<file path="src/rtl/button_debounce.sv">
// Push-button conditioner: synchronizes a raw (possibly active-low) button pin,
// debounces it with a saturating qualification counter, and produces a clean
// active-high level, one-cycle press/release pulses and an 8-bit press counter.
module button_debounce #(
  parameter int DEBOUNCE_CYCLES = 500000,
  parameter int SYNC_STAGES     = 2,
  parameter bit ACTIVE_LOW      = 1'b1
) (
  input  logic       clk,
  input  logic       rst,
  input  logic       btn_in,
  output logic       btn_level,
  output logic       btn_rise,
  output logic       btn_fall,
  output logic [7:0] press_count
);

  // Counter only has to reach DEBOUNCE_CYCLES-1; keep at least one bit so the
  // DEBOUNCE_CYCLES=1 case still has a legal (always-zero) counter.
  localparam int                CNT_W    = (DEBOUNCE_CYCLES > 1) ? $clog2(DEBOUNCE_CYCLES) : 1;
  localparam logic [CNT_W-1:0]  CNT_LAST = CNT_W'(DEBOUNCE_CYCLES - 1);
  // Raw pin level while the button is released.
  localparam logic              IDLE_RAW = ACTIVE_LOW;

  logic [SYNC_STAGES-1:0] sync_q;
  logic                   sample_s;
  logic [CNT_W-1:0]       cnt_q, cnt_d;
  logic                   level_q, level_d;
  logic                   rise_q, rise_d;
  logic                   fall_q, fall_d;
  logic [7:0]             count_q, count_d;
  logic                   accept;

  // Synchronizer chain; reset preloads the idle level so no spurious press
  // is seen while the chain refills after reset.
  generate
    for (genvar gi = 0; gi < SYNC_STAGES; gi++) begin : g_sync
      if (gi == 0) begin : g_first
        // First stage samples the asynchronous pin.
        always_ff @(posedge clk) begin
          if (rst) sync_q[gi] <= IDLE_RAW;
          else     sync_q[gi] <= btn_in;
        end
      end else begin : g_rest
        // Later stages resolve metastability from the previous stage.
        always_ff @(posedge clk) begin
          if (rst) sync_q[gi] <= IDLE_RAW;
          else     sync_q[gi] <= sync_q[gi-1];
        end
      end
    end
  endgenerate

  // Normalised sample: 1 means pressed regardless of pin polarity.
  assign sample_s = sync_q[SYNC_STAGES-1] ^ ACTIVE_LOW;

  // Next-state logic: qualify disagreements, accept after the full run length.
  always_comb begin
    cnt_d   = '0;
    level_d = level_q;
    rise_d  = 1'b0;
    fall_d  = 1'b0;
    count_d = count_q;
    accept  = (sample_s != level_q) && (cnt_q == CNT_LAST);

    if (sample_s == level_q) begin
      cnt_d = '0;                        // agreement (or a bounce) restarts qualification
    end else if (accept) begin
      cnt_d   = '0;
      level_d = sample_s;
      rise_d  = sample_s;
      fall_d  = ~sample_s;
      if (sample_s) count_d = count_q + 8'd1;   // wraps naturally at 256
    end else begin
      cnt_d = cnt_q + CNT_W'(1);         // never reaches past CNT_LAST, so no wrap
    end
  end

  // State register for counter, level, pulses and press count.
  always_ff @(posedge clk) begin
    if (rst) begin
      cnt_q   <= '0;
      level_q <= 1'b0;
      rise_q  <= 1'b0;
      fall_q  <= 1'b0;
      count_q <= 8'd0;
    end else begin
      cnt_q   <= cnt_d;
      level_q <= level_d;
      rise_q  <= rise_d;
      fall_q  <= fall_d;
      count_q <= count_d;
    end
  end

  assign btn_level   = level_q;
  assign btn_rise    = rise_q;
  assign btn_fall    = fall_q;
  assign press_count = count_q;

endmodule

</file>
<file path="config.mk">
export PLATFORM = sky130hd
export DESIGN_NAME = button_debounce
export DESIGN_NICKNAME = d
export VERILOG_FILES = /design/src/rtl/button_debounce.sv
export SDC_FILE = /design/constraint.sdc
export NUM_CORES = 1
export LEC_CHECK = 0
export CORE_AREA = 3 3 63 65
export CTS_CLUSTER_SIZE = 28
export DETAILED_ROUTE_END_ITERATION = 8
export DIE_AREA = 0 0 66 68
export GPL_TIMING_DRIVEN = 0
export PLACE_DENSITY = 0.66
export SYNTH_ARGS = -nofsm -noshare
export SYNTH_HDL_FRONTEND = slang
export SYNTH_SLANG_ARGS = --single-unit
</file>
<file path="constraint.sdc">
create_clock -name clk -period 2.32 [get_ports clk]
set_clock_uncertainty 0.1 [all_clocks]
set_input_delay 0.232 -clock clk [delete_from_list [all_inputs] [get_ports clk]]
set_output_delay 0.232 -clock clk [all_outputs]
set_load 0.03 [all_outputs]
</file>
# --- Yosys cells after proc, flatten, opt, wreduce, memory -nomap -nowiden ---
# Cells that the tools add are included.
totals:
  inputBits: 3
  output_inout_bits: 11
  ff_bits: 32
op_classes:
  n_addsub: 2
  n_reduce_logical: 5
  n_eq_ne: 3
  bitwise: 3
op_table:
  columns: ["cell", "count"]
  rows:
  - ["$add 19x1->19 const B", 1]
  - ["$eq 19x19->1 const B", 1]
  - ["$add 8x1->8 const B", 1]
  - ["$reduce_or 3->1", 2]
  - ["$not 1->1", 3]
  - ["$reduce_and 3->1", 1]
  - ["$reduce_and 2->1", 1]
  - ["$eq 1x1->1", 1]
  - ["$logic_and 1x1->1", 1]
  - ["$ne 1x1->1", 1]

# --- Depth between registers and ports, before layout ---
# Gate-level depths: netlist of run 1.
depth:
  ltp_word: 5
  ltp_mapped: 7
  ltp_nobuf: 6

# --- Least setup slack after synthesis of run 1 ---
# No wires, ideal clock.
synth_path:
  path_kind: "reg2reg"
  from: "register level_q, in the netlist btn_level"
  to: "register count_q[4], in the netlist press_count[4]"
  path_buffers: 1
  setup_time_ps: 70
  arrival_ps: 2511
  path_slack_ps: -361
  stages_incl_launch_ff: 8
  cell_sequence: "dfxtp_1 > inv_1 > ha_1 > or4b_4 > or3_4 > buf_6 > or4_1 > a21oi_1"
synth_via:
  elab_chain_len: 3
  word_cells_on_any_way: 5
  cone_classes: "eq/ne: 2; bitwise: 1; reduce/logical: 2"
synth_rtl:
  columns: ["item", "line", "text"]
  rows:
  - ["start: declaration", "28", "logic level_q, level_d;"]
  - ["start signal: assignment", "89", "level_q <= level_d;"]
  - ["$ne 1x1->1 / $eq 1x1->1 (equally long branches)", "64, 66", null]
  - ["$logic_and 1x1->1 / $not 1->1 (equally long branches)", null, null]
  - ["$reduce_and 3->1 (no line) (*)", null, null]
  - ["end signal: assignment", "92", "count_q <= count_d;"]
  - ["end: declaration", "31", "logic [7:0] count_q, count_d;"]
# Mark *: on every way between the ends. The rest lies on a longest branch, timed or not.
# A chain may end at the register's enable or synchronous reset.

# --- Final worst setup path of run 1 ---
layout_path:
  from: "register sync_q[1]"
  to: "register cnt_q[1]"
layout_via:
  elab_chain_len: 4
  word_cells_on_any_way: 5
  cone_classes: "eq/ne: 2; bitwise: 1; reduce/logical: 2"
layout_rtl:
  columns: ["item", "line", "text"]
  rows:
  - ["start: declaration", "25", "logic [SYNC_STAGES-1:0] sync_q;"]
  - ["start signal: indexed assignment", "48", "else sync_q[gi] <= sync_q[gi-1];"]
  - ["$not 1->1 (no line) (*)", null, null]
  - ["net sample_s", "26", "logic sample_s;"]
  - ["$ne 1x1->1", "64", "accept = (sample_s != level_q) && (cnt_q == CNT_LAST);"]
  - ["$logic_and 1x1->1", "64", null]
  - ["$reduce_or 3->1 (no line) (*)", null, null]
  - ["end signal: assignment", "88", "cnt_q <= cnt_d;"]
  - ["end: declaration", "27", "logic [CNT_W-1:0] cnt_q, cnt_d;"]
# The timed path passes the listed nets; every way through them passes the cells marked *.

==> flow_summary.toml, run 1 <==
[global_route]
grt_use_met3_pct = 4.93
grt_usage_pct = 17.7
grt_pass1_wl_um = 6060
grt-ovfl-total = 0
grt_max_degree = 11
antenna_found_initial = 0
gr-usage-met2_pct = 30.2
met1_usage_pct = 20.9
grt_most_used_layer = "met2"
grt_pass1_vias = 1331

[clocking]
clock-sinks = 32
cts_tree = "yes"
cts_buffer_depth = 2
cts_buffers = 5
insertion_delay_ns = 0.34
clkTransAtPathRegs_ns = 0.11
holdBufCountCts = 0
root_buffer = "clkbuf_4"
ctsHtreeMaxLevel = 2

[synthesis]
async_flop_share_pct = 0
synth_top_area_cell = "dfxtp_1"
avgSynthCellArea_um2 = 8.92
synthAdderAreaFrac_pct = 2.43
synthTopCellsByCount = "32 x dfxtp_1, 21 x nor2_1, 12 x nand4_1"
synth_ff_type = "dfxtp_1"
synth_top_family_by_area = "simple AND/OR/NAND/NOR gates"
netlist_instances = 173
synth_xor_area_share_pct = 8.52
synth-edff-count = 0
synth_compound_area_share_pct = 6.73
yosys_warnings = 0
ys_ff_latch = 32
syn_nets = 179
synth_top_area_share_pct = 41.5
synth_most_common_cell = "dfxtp_1"
yosys.area_share.simple_pct = 34.8
ys_top_cells_by_area = "dfxtp_1 42%, nor2_1 5.1%, xor2_1 5.1%"
yosysSeqAreaShare_pct = 41.5
synthesis.area_mm2 = 0.00154
yosys-mux-area-fraction_pct = 2.11
synth.distinct_cells = 37

[setup_path]
path_cells = "inv_2 > ha_4 > or4b_4 > or3_4 > buf_6 > or2_2 > and3_1"
crit_required_ns = 2.45
crit_path_end_kind = "register"
worst-path-buf-inv = 2
reg2reg_from = "sync_q[1]"
crit_slowest_cell = "or4b_4"
cp-startpoint = "sync_q[1]"
arrival_ns = 2.45
worstSetupPathType = "register to register"
slowest_delay_ns = 0.48
cp_top_family = "simple AND/OR/NAND/NOR gates"
startpoint_type = "register"
crit_fanout = 7

[worst_hold_path]
hold_start = "sync_q[0]"
min_path_type = "register to register"

[cells_and_area]
final-seq-area_um2 = 653
finalInstanceArea_mm2 = 0.00196
finalNonFillerCells = 252
area_growth_pct = 27.2
fillers = 281
diodes = 0
layout-drive-gt1-share_pct = 24.8
final_core_util_pct = 57.9
multi_input_area_um2 = 908
fin_nets = 211

[timing]
setup_tns_ns = 0
worstMarginPinSlew_ns = 0.468
setup_viol = 0
min_period_over_period_pct = 99.9
hold_viol = 0
relSlewSlack_pct = 68.4
finalWorstSetupSlack_ns = 0.00155
fin_crit_ns = 2.32
maxSlewViolCount = 0
fmax_mhz = 431
grt_setup_unrepaired = "yes"

[detailed_routing]
wl_per_cell_um = 13.8
ant_nets = 0
route.detailed.drc = 0
viasPerCell = 5.54
num_vias = 1397
dr.first_iter.drc_count = 91
totalWireLength_um = 3470
dr.pass1.iters = 4

[place]
dpl.cell_count = 232
gp_congestion = 0.879
dp_hpwl_um = 2440
pre_cts_slack_ns = -0.190
place_area_mm2 = 0.00175
place.port_buffers = 13

[floorplan]
die_h_um = 68
die_w_um = 66
rows = 21
core-area_mm2 = 0.00339
start_util_pct = 45.5
ioPinCount = 14
die-area_mm2 = 0.00449

[run]
drv_cap = 0

[power_and_ir_drop]
irDropWorstVdd_mv = 0.313
p_per_area_mw_per_mm2 = 467
p_leak_nw = 0.629

[run_status]
status = "completed"
==> layout by cell type (no fill, tap or decap), types with 2 or more instances in the layout <==
cell type / instances
dfxtp_1: 28
nor2_1: 21
buf_4: 13
clkdlybuf4s50_1: 13
nand4_1: 12
nand3_1: 9
xor2_1: 9
nand2_1: 6
xnor2_1: 6
a21oi_1: 6
nor4_1: 5
nor3_1: 5
and3_1: 5
clkbuf_4: 5
nor2b_1: 4
clkbuf_1: 3
nor4b_1: 3
and4_1: 3
or4_1: 3
or2_2: 3
o31ai_2: 3
a21oi_2: 3
dfxtp_4: 3
inv_2: 2
buf_6: 2
inv_1: 2
or3_4: 2
mux2_2: 2
o21ai_0: 2
or4_4: 2
ha_4: 2
clkinv_2: 2
==> through the flow <==
step | power [W] | hold WS, ns
finish | 0.000916 | 0.318
global route | 0.000952 | 0.341
CTS | 0.000924 | 0.332
detailed placement | 0.000584 | 0.316
global placement | 0.000583 | 0.292
floorplan | 0.000575 | 0.236
==> worst paths after layout <==
check	slack, ns	end	cells after the start
max	0.002	cnt_q[1]	7
min	0.32	sync_q[1]	1
max reg2reg	0.002	cnt_q[1]	7
min reg2reg	0.32	sync_q[1]	1
==> cell families after synthesis <==
logic type | Yosys count
compound gates | 18
xor+xnor | 15
fa+ha+maj | 3
buf+inv | 11
flops | 32
mux | 3
simple gates | 91
==> power breakdown <==
group / leakage [nW] / internal [W] / switching [W]
sequential: 0.260 / 0.000548 / 0.00000139
combinational: 0.331 / 0.0000131 / 0.0000139
clock: 0.0380 / 0.000144 / 0.000195
==> timing repair <==
action                                  CTS  global route
pin swaps                                 8             4
resized for setup                         9            12
setup buffers                             6             6
endpoints found under the setup margin   17            19
==> per-layer routing <==
layer / wire length [µm] / part of all wire, %
met5: 0 / 0
met4: 84 / 2.4
met3: 186 / 5.4
met2: 1670 / 48
met1: 1530 / 44
==> area by class of cell <==
type / instances / area share [%]
multi-input cells: 130 / 46.3
flip-flops and latches: 32 / 33.3
repair buffers: 25 / 11.2
well taps: 46 / 2.93
clock buffers: 6 / 2.61
plain buffers: 7 / 2.36
inverters: 4 / 0.765
clock inverters: 2 / 0.510
==> state kept, by name (all words and copies together) (netlist names) <==
name	cells
cnt_q	19
press_count	8
sync_q	2
btn_fall	1
btn_level	1
btn_rise	1
Power figures use the tool's default switching activity.
==> inputs of run 2 (changes only) <==
==> config.mk (replaced) <==
export PLATFORM = sky130hd
export DESIGN_NAME = button_debounce
export DESIGN_NICKNAME = d
export VERILOG_FILES = /design/src/rtl/button_debounce.sv
export SDC_FILE = /design/constraint.sdc
export NUM_CORES = 1
export LEC_CHECK = 0
export CORE_AREA = 3 3 67 69
export CTS_CLUSTER_SIZE = 28
export DETAILED_ROUTE_END_ITERATION = 8
export DIE_AREA = 0 0 70 72
export GPL_TIMING_DRIVEN = 0
export SYNTH_ARGS = -nofsm -noshare
export SYNTH_HDL_FRONTEND = slang
export SYNTH_SLANG_ARGS = --single-unit
==> flow_summary.toml, run 2 (synthesis gave the netlist of run 1 again) <==
[worst_hold_path]
holdPathStages = 1
hold_start = "sync_q[0]"
holdPathEnd = "sync_q[1]"
min_path_type = "register to register"

[cells_and_area]
fin_nets = 209
multi_input_area_um2 = 922
finalNonFillerCells = 254
top_register = "cnt_q"
fillers = 380
final-seq-area_um2 = 653
largest_register_ffs = 19
area_growth_pct = 29.9
layout-drive-gt1-share_pct = 24.0
diodes = 0
layout_common_cells = "28 x dfxtp_1, 21 x nor2_1, 13 x clkdlybuf4s50_1, 12 x nand4_1, 11 x buf_4"
final_common_cell = "dfxtp_1"

[place]
dp_hpwl_um = 2560
gp_congestion = 0.834
pre_cts_slack_ns = -0.170
place.port_buffers = 13
dpl.cell_count = 236

[detailed_routing]
viasPerCell = 5.44
totalWireLength_um = 3580
dr.first_iter.drc_count = 113
wl_per_cell_um = 14.1
route.detailed.drc = 0
num_vias = 1381
dr.pass1.iters = 4
ant_nets = 0

[clocking]
ctsHtreeMaxLevel = 2
cts_buffer_depth = 2
clkTransAtPathRegs_ns = 0.07
clock-sinks = 32
root_buffer = "clkbuf_8"
holdBufCountCts = 0
insertion_delay_ns = 0.28
cts_tree = "yes"
cts_buffers = 5

[floorplan]
die_h_um = 72
die-area_mm2 = 0.00504
core-area_mm2 = 0.00397
ioPinCount = 14
rows = 23
die_w_um = 70
start_util_pct = 38.8

[timing]
setup_viol = 0
min_period_over_period_pct = 99.4
maxSlewViolCount = 0
fmax_mhz = 434
fin_crit_ns = 2.31
finalWorstSetupSlack_ns = 0.0144
relSlewSlack_pct = 66.3
grt_setup_unrepaired = "yes"
worstMarginPinSlew_ns = 0.498
hold_viol = 0

[global_route]
antenna_found_initial = 0
grt_usage_pct = 15.4
grt_max_degree = 11
grt-ovfl-total = 0
grt_pass1_wl_um = 6200
grt_pass1_vias = 1324

[power_and_ir_drop]
p_leak_nw = 0.638
irDropWorstVdd_mv = 0.365
p_per_area_mw_per_mm2 = 520

[setup_path]
worstSetupPathType = "register to register"
path_cells = "inv_2 > ha_4 > or4b_4 > or3_4 > buf_6 > or4_4 > a21oi_2"
startpoint_type = "register"
reg2reg_depth = 7
reg2reg_to = "press_count[4]"
worst-path-buf-inv = 2
ff2ff_setup_slack_ns = 0.01
path_depth = 7
cp_top_family = "simple AND/OR/NAND/NOR gates"
slowest_delay_ns = 0.48
crit_path_end_kind = "register"
crit_fanout = 8
crit_required_ns = 2.45
crit_slowest_cell = "or4b_4"
arrival_ns = 2.43
reg2reg_from = "btn_level"

[run_status]
status = "completed"

[run]
drv_cap = 0
run 2: changes by cell type in the layout (fill, tap and decap cells not counted), sizes merged:
cell and delta:
clkinv -2, clkbuf +2, buf -2
run 2: final cells by class:
class / instances / share of cell area, %
Buffer: 7 / 2.31
Clock buffer: 8 / 4.99
Inverter: 4 / 0.749
Multi-Input combinational cell: 130 / 46.0
Sequential cell: 32 / 32.6
Tap cell: 50 / 3.12
Timing Repair Buffer: 23 / 10.2
run 2: power by group:
group	leakage, nW	internal [W]	switching (W)
Combinational	0.326	0.0000119	0.0000129
Clock	0.0515	0.000271	0.000197
Sequential	0.260	0.000548	0.00000134
Total	0.638	0.000831	0.000211
run 2: what timing repair did:
| item | 4_1_cts | 5_1_grt |
|---|---|---|
| resized for setup | 12 | 12 |
| endpoints found under the setup margin | 8 | 17 |
| pin swaps | 8 | 8 |
| cloned | 0 | 0 |
| buffers inserted | 4 | 6 |
run 2: layer usage:
metal | track usage [%] | wire (µm) | vias up
li1 | - | - | 696
met5 | 0 | 0 | -
met3 | 4.29 | 189 | 9
met1 | 18.8 | 1600 | 641
met2 | 25.6 | 1720 | 35
met4 | 6.60 | 74 | 0
run 2: how the worst max path moves through the flow:
| stage | start | end | slack, ns |
|---|---|---|---|
| after floorplan | btn_level | press_count[0] | 0.002 |
| after global placement | cnt_q[0] | press_count[0] | -0.13 |
| after detailed placement | cnt_q[1] | press_count[0] | -0.17 |
| after CTS | btn_level | press_count[4] | -0.07 |
| after global routing | btn_level | press_count[2] | -0.06 |
| final | btn_level | press_count[4] | 0.01 |
run 2: through the flow:
| step | area, µm² | hold WS [ns] | utilization, % | total power [W] | TNS, ns |
|---|---|---|---|---|---|
| after floorplan | 1560 | 0.236 | - | 0.000575 | 0 |
| after global placement | 1750 | 0.292 | 44.1 | 0.000583 | -0.618 |
| after detailed placement | 1750 | 0.303 | 44.1 | 0.000583 | -0.912 |
| after CTS | 1910 | 0.304 | 48.2 | 0.00106 | -0.150 |
| after global routing | 2000 | 0.323 | 50.5 | 0.00109 | -0.143 |
| final | 2000 | 0.300 | 50.5 | 0.00104 | 0 |
